**src/rtl/gray_step_decoder.sv**
```systemverilog
// gray_step_decoder: resynchronises a Gray count and decodes it to binary.
// It classifies each change as a step, hold or illegal jump, and tracks position and errors with a sticky fault.
module gray_step_decoder #(
  parameter int WIDTH       = 3,
  parameter int SYNC_STAGES = 2,
  parameter int POS_WIDTH   = 8,
  parameter int ERR_LIMIT   = 3
) (
  input  logic                 clk,
  input  logic                 reset_n,
  input  logic [WIDTH-1:0]     gray_in,
  input  logic                 clear,
  output logic [WIDTH-1:0]     binary_out,
  output logic [POS_WIDTH-1:0] position,
  output logic                 dir_up,
  output logic                 step_valid,
  output logic                 step_err,
  output logic [7:0]           err_count,
  output logic                 fault
);
  typedef enum logic [1:0] {INIT, TRACK, FAULT} state_t;
  localparam logic [2:0] FLUSH = 3'(SYNC_STAGES);
  localparam logic [7:0] LIMIT = 8'(ERR_LIMIT);
  function automatic logic [WIDTH-1:0] g2b(input logic [WIDTH-1:0] g);
    logic [WIDTH-1:0] b;
    b[WIDTH-1] = g[WIDTH-1];
    for (int i = WIDTH - 2; i >= 0; i--) b[i] = b[i+1] ^ g[i];
    return b;
  endfunction
  logic [WIDTH-1:0]     r_sync [SYNC_STAGES];
  logic [WIDTH-1:0]     r_prev;
  logic [WIDTH-1:0]     r_bin;
  logic [POS_WIDTH-1:0] r_pos;
  logic                 r_dir;
  logic                 r_sv;
  logic                 r_se;
  logic [7:0]           r_err;
  logic                 r_fault;
  logic [2:0]           r_cnt;
  state_t               r_state;
  logic [WIDTH-1:0]     w_gs;
  logic [WIDTH-1:0]     w_diff;
  logic                 w_one;
  logic                 w_zero;
  logic                 w_up;
  logic [7:0]           w_err_nxt;
  assign w_gs      = r_sync[SYNC_STAGES-1];
  assign w_diff    = w_gs ^ r_prev;
  assign w_one     = $onehot(w_diff);
  assign w_zero    = ~|w_diff;
  assign w_up      = g2b(w_gs) == g2b(r_prev) + WIDTH'(1);
  assign w_err_nxt = (r_err == 8'hFF) ? r_err : r_err + 8'd1;
  always_ff @(posedge clk or negedge reset_n) begin
    if (!reset_n) begin
      for (int i = 0; i < SYNC_STAGES; i++) r_sync[i] <= '0;
    end else begin
      r_sync[0] <= gray_in;
      for (int i = 1; i < SYNC_STAGES; i++) r_sync[i] <= r_sync[i-1];
    end
  end
  // INIT waits one cycle past the chain depth so prev never sees a reset-flushed zero.
  always_ff @(posedge clk or negedge reset_n) begin
    if (!reset_n) begin
      r_prev  <= '0;
      r_bin   <= '0;
      r_pos   <= '0;
      r_dir   <= 1'b1;
      r_sv    <= 1'b0;
      r_se    <= 1'b0;
      r_err   <= '0;
      r_fault <= 1'b0;
      r_cnt   <= '0;
      r_state <= INIT;
    end else begin
      r_bin <= g2b(w_gs);
      r_sv  <= 1'b0;
      r_se  <= 1'b0;
      if (clear) begin
        r_pos   <= '0;
        r_err   <= '0;
        r_fault <= 1'b0;
        r_cnt   <= '0;
        r_state <= INIT;
      end else begin
        case (r_state)
          INIT: begin
            if (r_cnt == FLUSH) begin
              r_prev  <= w_gs;
              r_state <= TRACK;
            end else begin
              r_cnt <= r_cnt + 3'd1;
            end
          end
          TRACK: begin
            if (w_one) begin
              r_sv   <= 1'b1;
              r_prev <= w_gs;
              r_dir  <= w_up;
              r_pos  <= w_up ? r_pos + POS_WIDTH'(1) : r_pos - POS_WIDTH'(1);
            end else if (!w_zero) begin
              r_se   <= 1'b1;
              r_prev <= w_gs;
              r_err  <= w_err_nxt;
              if (w_err_nxt >= LIMIT) begin
                r_fault <= 1'b1;
                r_state <= FAULT;
              end
            end
          end
          default: r_prev <= w_gs;
        endcase
      end
    end
  end
  assign binary_out = r_bin;
  assign position   = r_pos;
  assign dir_up     = r_dir;
  assign step_valid = r_sv;
  assign step_err   = r_se;
  assign err_count  = r_err;
  assign fault      = r_fault;
endmodule

```
**config.mk**
```make
export PLATFORM = sky130hd
export DESIGN_NAME = gray_step_decoder
export DESIGN_NICKNAME = d
export VERILOG_FILES = /design/src/rtl/gray_step_decoder.sv
export SDC_FILE = /design/constraint.sdc
export NUM_CORES = 1
export LEC_CHECK = 0
export BUFFER_PORTS_ARGS = -buffer_cell sky130_fd_sc_hd__buf_2
export CAP_MARGIN = 40
export CORE_MARGIN = 2
export CORE_UTILIZATION = 25
export DETAILED_ROUTE_END_ITERATION = 16
export HOLD_SLACK_MARGIN = 0.1
export PLACE_DENSITY = 0.49
export SYNTH_ARGS = -nofsm -noshare
export SYNTH_HDL_FRONTEND = slang
export SYNTH_SLANG_ARGS = --single-unit
```
**constraint.sdc**
```tcl
create_clock -name clk -period 3.02 [get_ports clk]
set_input_delay 0.151 -clock clk [delete_from_list [all_inputs] [get_ports clk]]
set_output_delay 0.151 -clock clk [all_outputs]
set_load 0.005 [all_outputs]
```
==> results by group, run 1 <==
Synth
  – Yosys warns: 0
  – Post-synth EDFFs: 0
  – Synth cell types: 50
  – Register bit total from synthesis: 37
  – Synth top area cells: dfrtp_1, ha_1, nor2_1, xor2_1, xnor2_1
  – Synth top area share: 42.6%
  – Most common flop cell mapped by yosys: dfrtp_1
  – Async set-reset flop share out of synthesis: 100%
  – Cell Area, Synth: between 0.002 and 0.0025 mm^2
  – Syn_nets: 223
  – Synth Instances: 206
  – Syn avg cell area: roughly 10 um^2
  – Sequential area share after synthesis: 43.9%
  – Area leader, netlist: dfrtp_1

Clock network
  – H-tree depth: 2
  – CTS tree: yes
  – Worst skew pair latency: 290 ps
  – CTS max path bufs: 2
  – CTS buffer count: 5
  – Root Driver: clkbuf_8
  – Clock-pin slew on the worst setup and hold paths: ~90 ps
  – # clock sinks: 37

Worst hold path
  – Hold Crit Depth: 2
  – Worst Min Path Start: clear
  – Worst min path class: in -> reg
  – WHS Endpoint: err_count[7]

Cells and area
  – Area growth from synthesis to layout: 21.2%
  – Final-layout fill cell count: 856
  – Final non-filler cell total: 345
  – FF+latch area: 931 um^2
  – Most common cell after layout, fill and taps aside: dfrtp_1
  – Most frequent cells in the layout: dfrtp_1, buf_2, nor2_1
  – Antenna cells: 0
  – Design Area, Final: ~0.0026 mm^2
  – Nets: 256
  – Core Util, Final: a little under a third
  – Multi-input gate area: approximately 0.0011 mm^2
  – Layout cell share with drive strength beyond 1: 24.2%

Critical path
  – Crit-path max FO: 9
  – Reg-to-reg setup timing slack: a little over 200 ps
  – Buf/Inv on CP: 1
  – Cell family with most CP delay: simple AND/OR/NAND/NOR gates
  – Critical Path AT: 3000 ps
  – CP startpoint kind: flip-flop
  – Worst Setup End Kind: flip-flop
  – Largest stage delay, worst path: 520 ps
  – Critical path class: reg -> reg
  – CP Launch Point: w_gs[2]
  – R2R Path End: position[7]
  – Critical-path top delay cell: or4_1
  – Critical Path, Cell by Cell: nor4b_2 > a221oi_1 > a21oi_2 > inv_2 > ha_1 > or4_1 > o22ai_1 > nor2_1 > mux2i_1 > mux2_2
  – Worst reg-to-reg path cell count: 10
  – CP required: 3210 ps
  – Worst r2r src: w_gs[2]

STA
  – Final min period: 2820 ps
  – Pins Over Slew Limit: 0
  – Setup tns final: 0 ps
  – Max Clk Rate: 355 MHz
  – Final period util: between 90% and 100%
  – Worst Max-Slew Pin Slew: 632 ps
  – Relative slew slack: 57.6%
  – Clock Skews: 11.3 ps
  – # setup viols final: 0
  – Fin. Hold Viols: 0

Placement
  – Placed instance area: roughly 0.0024 mm^2
  – Buffers on Ports: 28
  – # placed instances: 332
  – Hpwl dp: ~3200 um
  – GP Congestion: 0.766

Drt
  – DRC Markers: 0
  – Routed wire length: around 4400 um
  – WL per Instance: around 13 um
  – ANT nets after route: 0
  – Drt pass-1 iters: 4
  – Vias: 1,573
  – Starting DRT DRC Count: 23
  – Vias per cell: 4.56

Pwr
  – VDD IR max: 0.000290 V
  – Pwr dens: 813 mW/mm^2
  – Leak: ~1.2 nW

Flow run
  – Max cap viols: 0

Status
  – Status: completed

Floorplan
  – Die Span Y: 95.9 um
  – Initial Util: 25.7%
  – Die ar.: 0.00920 mm^2
  – Core Region: 0.00822 mm^2
  – Boundary pin count: 29
  – Core Rows: 33
  – Die width: 95.9 um

Global routing
  – Vias in the first global route: 1,550
  – Initial antenna violation count: 0
  – GRT Total Usage: 10.5%
  – Largest net degree at the start of global routing: 28
  – GRT overflow: 0
  – First-pass GRT wire length: 7430 um
-- routing by layer --
metal / up-vias / track usage [%] / share of wire, %
li1: 784 / - / -
met3: 4 / 2.82 / 4.4
met2: 29 / 16.5 / 45
met5: - / 0 / 0
met4: 0 / 3.57 / 1.2
met1: 756 / 13.9 / 49
-- state kept, by name (all words and copies together), names as in the netlist --
signal and count:
r_prev 3, position 8, err_count 8, step_err 1
binary_out 3, dir_up 1, r_cnt 3, r_sync 3
fault 1, r_state 2, w_gs 3, step_valid 1
-- report_power, final --
group          internal, mW  switching [mW]
clock network         0.333           0.195
registers             0.602           0.122
logic                 0.390           0.439
-- cells in the mapped netlist, types with 5 or more instances --
cell type	instances
a21oi_1	8
mux2i_1	5
ha_1	9
nand2_1	18
clkbuf_1	5
nor2_1	26
xor2_1	9
xnor2_1	8
a211oi_1	6
inv_1	9
dfrtp_1	36
nor3_1	5
-- cell families after synthesis --
family / count (synthesis) / synth area share (%)
fa+ha+maj: 11 / 7.22
buf+inv: 19 / 4.74
simple gates: 74 / 17.2
xor+xnor: 19 / 8.59
mux: 10 / 5.03
compound gates: 36 / 13.3
flops: 37 / 43.9
-- worst max path at each step --
stage,endpoint,slack (ps),cells past startpoint
floorplan,position[7],240,12
global placement,position[7],170,12
detailed placement,position[7],70,12
CTS,position[7],40,12
global route,position[7],-4,12
finish,position[7],200,10
-- stage by stage --
stage	worst slack [ps]	total power [mW]	hold WS [ps]
after global placement	170	1.54	262
after CTS	39.3	2.10	342
after global routing	-4.48	2.26	357
after floorplan	239	1.35	-145
after detailed placement	73.1	1.55	127
final	202	2.08	336
-- what timing repair did --
action / in CTS / in global routing
endpoints found under the setup margin: 0 / 1
hold endpoints to repair: 18 / 0
hold buffers: 4 / 0
gates resized for setup: 0 / 7
setup buffers: 0 / 1
-- final cells by class --
class | count | share of cell area [%]
inverters | 9 | 1.32
clock inverters | 3 | 2.69
multi-input cells | 150 | 42.8
clock buffers | 5 | 2.69
flip-flops and latches | 37 | 36.3
repair buffers | 36 | 8.99
well taps | 105 | 5.13
Power figures use the tool's default switching activity.
==> run 2: changes to the inputs <==
==> constraint.sdc (replaced) <==
create_clock -name clk -period 3.02 [get_ports clk]
set_input_delay 0.453 -clock clk [delete_from_list [all_inputs] [get_ports clk]]
set_output_delay 0.453 -clock clk [all_outputs]
set_load 0.005 [all_outputs]
==> results by group, run 2 (synthesis gave the netlist of run 1 again) <==
Drt
  – Starting DRT DRC Count: 19
  – Vias per cell: 4.54
  – ANT nets after route: 0
  – Vias: 1,548
  – Routed wire length: 4350 um
  – Drt pass-1 iters: 4
  – WL per Instance: 12.8 um
  – DRC Markers: 0

Cells and area
  – Layout cell share with drive strength beyond 1: approximately a quarter
  – Most common cell after layout, fill and taps aside: dfrtp_1
  – Nets: 252
  – Multi-input gate area: 0.00110 mm^2
  – Antenna cells: 0
  – Area growth from synthesis to layout: 19.2%
  – FF+latch area: 930 um^2
  – Final-layout fill cell count: 860
  – Most frequent cells in the layout: dfrtp_1, buf_2, nor2_1

STA
  – Final min period: 2820 ps
  – Clock Skews: 11.3 ps
  – Setup tns final: 0 ps
  – Pins Over Slew Limit: 0
  – Fin. Hold Viols: 0
  – Final period util: 93.3%
  – Worst Max-Slew Pin Slew: 633 ps
  – Max Clk Rate: 355 MHz
  – Relative slew slack: about 58%
  – # setup viols final: 0

Critical path
  – Buf/Inv on CP: 1
  – Largest stage delay, worst path: about 520 ps
  – Worst reg-to-reg path cell count: 10
  – Cell family with most CP delay: simple AND/OR/NAND/NOR gates
  – CP startpoint kind: flip-flop
  – Critical Path, Cell by Cell: nor4b_2 > a221oi_1 > a21oi_2 > inv_2 > ha_1 > or4_1 > o22ai_1 > nor2_1 > mux2i_1 > mux2_2
  – Crit-path max FO: 9
  – Worst r2r src: w_gs[2]
  – CP required: 3210 ps
  – Critical-path top delay cell: or4_1
  – Reg-to-reg setup timing slack: slightly above 200 ps
  – Critical Path AT: approximately 3000 ps
  – R2R Path End: position[7]
  – Worst Setup End Kind: flip-flop
  – Critical path class: reg -> reg

Global routing
  – First-pass GRT wire length: 7390 um
  – GRT overflow: 0
  – Largest net degree at the start of global routing: 28
  – Vias in the first global route: about 1,500
  – Initial antenna violation count: 0
  – GRT Total Usage: between 10% and 20%

Flow run
  – Max cap viols: 0

Clock network
  – CTS Hold Bufs: 0
  – # clock sinks: 37
  – Clock-pin slew on the worst setup and hold paths: 90 ps
  – H-tree depth: 2
  – Worst skew pair latency: 290 ps
  – CTS tree: yes
  – CTS buffer count: 5
  – CTS max path bufs: 2
  – Root Driver: clkbuf_8

Status
  – Status: completed

Placement
  – Buffers on Ports: 28
  – Hpwl dp: 3160 um
  – GP Congestion: 0.766

Pwr
  – VDD IR max: 0.000290 V
  – Pwr Total: just over 2 mW
  – Pwr dens: 824 mW/mm^2
  – Leak: 1.14 nW

Floorplan
  – Initial Util: between 20% and 30%
  – Boundary pin count: 29
  – Die ar.: 0.00920 mm^2
  – Core Region: 0.00822 mm^2
  – Core Rows: 33
  – Die Span Y: between 90 and 100 um
  – Die width: 95.9 um

Worst hold path
  – Worst min path class: in -> async
[run 2: per-layer routing]
layer	routed length (um)	track usage, %
met5	0	0
met4	51	3.33
met3	202	2.82
met2	1940	16.4
met1	2150	13.9
[run 2: how the worst max path moves through the flow]
stage                   start          end  cells past startpoint
floorplan             w_gs[2]  position[7]                     12
global placement      w_gs[0]  position[7]                     12
detailed placement    w_gs[0]  position[7]                     12
CTS                   w_gs[0]  position[7]                     12
global route        r_prev[1]  position[7]                     12
finish                w_gs[2]  position[7]                     10
[run 2: timing repair]
action,in CTS,in global routing
setup buffers,0,1
gates resized for setup,0,6
setup endpoints to repair,0,1
[run 2: cell type report]
class                           count  area share [%]
Sequential cell                    37            36.9
Clock buffer                        5            2.73
Timing Repair Buffer               32            7.55
Inverter                            9            1.34
Tap cell                          105            5.21
Multi-Input combinational cell    150            43.5
Clock inverter                      3            2.73
[run 2: through the flow]
stage,instance area [um^2],utilization [%],hold slack (ps),cells,worst slack (ps)
after CTS,2500,30.4,107,340,39.3
after global routing,2520,30.7,125,341,-9.41
after global placement,2330,28.4,334,331,170
after detailed placement,2360,28.7,337,332,73.1
final,2520,30.7,107,341,203
after floorplan,2110,-,157,206,239
[run 2: worst reg2reg max path, cell delays in order, from the launching register on]
cell	delay (ps)
dfrtp_2	490
nor4b_2	340
a221oi_1	140
a21oi_2	200
inv_2	90
ha_1	220
or4_1	520
o22ai_1	160
nor2_1	60
mux2i_1	150
mux2_2	340
[run 2: where the power goes]
part	internal, mW	switching (mW)
clock network	0.333	0.195
registers	0.600	0.122
logic	0.387	0.438
total	1.32	0.756
==> run 3: changes to the inputs <==
==> constraint.sdc (replaced) <==
create_clock -name clk -period 3.25 [get_ports clk]
set_input_delay 0.4875 -clock clk [delete_from_list [all_inputs] [get_ports clk]]
set_output_delay 0.4875 -clock clk [all_outputs]
set_load 0.005 [all_outputs]
==> results by group, run 3 (synthesis gave the netlist of run 1 again) <==
Status
  – Status: completed

Global routing
  – Top Usage Layer GRT: met2
  – M2 GR Usage: 17.2%
  – Largest net degree at the start of global routing: 28
  – Met3 Use GR: 2.82%
  – GRT overflow: 0
  – First-pass GRT wire length: around 7600 um
  – Vias in the first global route: 1,559
  – GRT Total Usage: 10.8%
  – Initial antenna violation count: 0
  – M1 GR Usage: 14.3%

Floorplan
  – Initial Util: 25.7%
  – Boundary pin count: 29
  – Die ar.: 0.00920 mm^2
  – Core Region: 0.00822 mm^2
  – Die Span Y: 95.9 um
  – Die width: between 90 and 100 um
  – Core Rows: 33

Pwr
  – Pwr dens: 716 mW/mm^2
  – VDD IR max: 0.000276 V
  – Leak: 1.12 nW

Placement
  – Pre-CTS worst setup slack: 193 ps
  – GP Congestion: 0.709
  – Buffers on Ports: 28
  – # placed instances: 331
  – Hpwl dp: 3170 um

Drt
  – Vias per cell: about 4.6
  – DRC Markers: 0
  – Starting DRT DRC Count: 33
  – WL per Instance: 13.0 um
  – ANT nets after route: 0
  – Vias: around 1,600
  – Routed wire length: around 4400 um
  – Drt pass-1 iters: 4

Critical path
  – Worst r2r src: w_gs[2]
  – Reg-to-reg setup timing slack: about 280 ps
  – Worst reg-to-reg path cell count: 10
  – Worst Setup End Kind: flip-flop
  – CP Launch Point: w_gs[2]
  – CP startpoint kind: flip-flop
  – Critical Path Sink: position[7]
  – R2R Path End: position[7]
  – Critical Path AT: 3150 ps
  – Critical path class: reg -> reg
  – CP required: 3430 ps
  – Crit-path max FO: 9

STA
  – Relative slew slack: about 56%
  – Fin. Hold Viols: 0
  – WHS: about 140 ps
  – Setup tns final: 0 ps
  – Final min period: 2970 ps
  – Final period util: around nine tenths
  – PnR worst setup slack: 278 ps
  – Worst Max-Slew Pin Slew: about 660 ps
  – Pins Over Slew Limit: 0
  – Max Clk Rate: 337 MHz
  – # setup viols final: 0
  – RSZ-0062 raised after global routing: no
  – Clock Skews: 9.29 ps

Cells and area
  – Most frequent cells in the layout: dfrtp_1, buf_2, nor2_1
  – Area growth from synthesis to layout: 16.5%
  – Nets: 252
  – Final non-filler cell total: 341
  – Final-layout fill cell count: 876
  – Most common cell after layout, fill and taps aside: dfrtp_1
  – Antenna cells: 0
  – Layout cell share with drive strength beyond 1: between 20% and 30%

Clock network
  – Root Driver: clkbuf_8
  – CTS Hold Bufs: 0
  – Clock-pin slew on the worst setup and hold paths: 80 ps
  – Worst skew pair latency: between 200 and 300 ps
  – CTS buffer count: 5
  – # clock sinks: 37
  – H-tree depth: 2
  – CTS max path bufs: 2
  – CTS tree: yes

Worst hold path
  – Worst min path class: in -> async

Flow run
  – Max cap viols: 0
run 3: worst max-delay path: stages (launching register included):
cell      delay, ps
dfrtp_1         500
nor4b_2         400
a221oi_1        140
a21oi_2         210
inv_1           150
ha_1            240
or4_1           520
o22ai_1         140
nor2_1           60
mux2i_1         140
mux2_2          340
run 3: power breakdown:
group | switching [mW] | internal, mW | leakage [nW]
registers | 0.116 | 0.558 | 0.479
clock network | 0.175 | 0.148 | 0.0439
logic | 0.406 | 0.359 | 0.596
run 3: worst min-delay path by stage:
stage                     startpoint       endpoint  slack (ps)  cells past startpoint
after floorplan              reset_n  binary_out[0]         190                      0
after global placement     r_sync[4]        w_gs[1]         330                      0
after detailed placement   r_sync[4]        w_gs[1]         330                      0
after CTS                    reset_n    position[7]         150                      1
after global routing         reset_n    position[7]         170                      1
final                        reset_n    position[7]         140                      1
run 3: timing repair:
action	in CTS	in global routing
endpoints found under the setup margin	0	1
buffers inserted	0	2
gates resized for setup	0	2
run 3: layer usage:
layer | wire (um) | share of wire [%]
met1 | 2180 | 49
met2 | 2020 | 46
met3 | 186 | 4.2
met4 | 54 | 1.2
met5 | 0 | 0
run 3: metrics by stage:
step | util, % | power, mW | instance area, um^2
after floorplan | - | 1.26 | 2110
after global placement | 28.3 | 1.43 | 2330
after detailed placement | 28.6 | 1.44 | 2350
after CTS | 29.7 | 1.78 | 2440
after global routing | 30.0 | 1.93 | 2460
final | 30.0 | 1.76 | 2460
run 3: layout make-up:
type	instances	area, um^2	share of cell area (%)
multi-input combinational	150	1090	44.4
sequential	37	928	37.7
timing repair buffer	32	190	7.72
tap	105	131	5.34
clock buffer	5	68.8	2.79
inverter	9	33.8	1.37
clock inverter	3	17.5	0.711
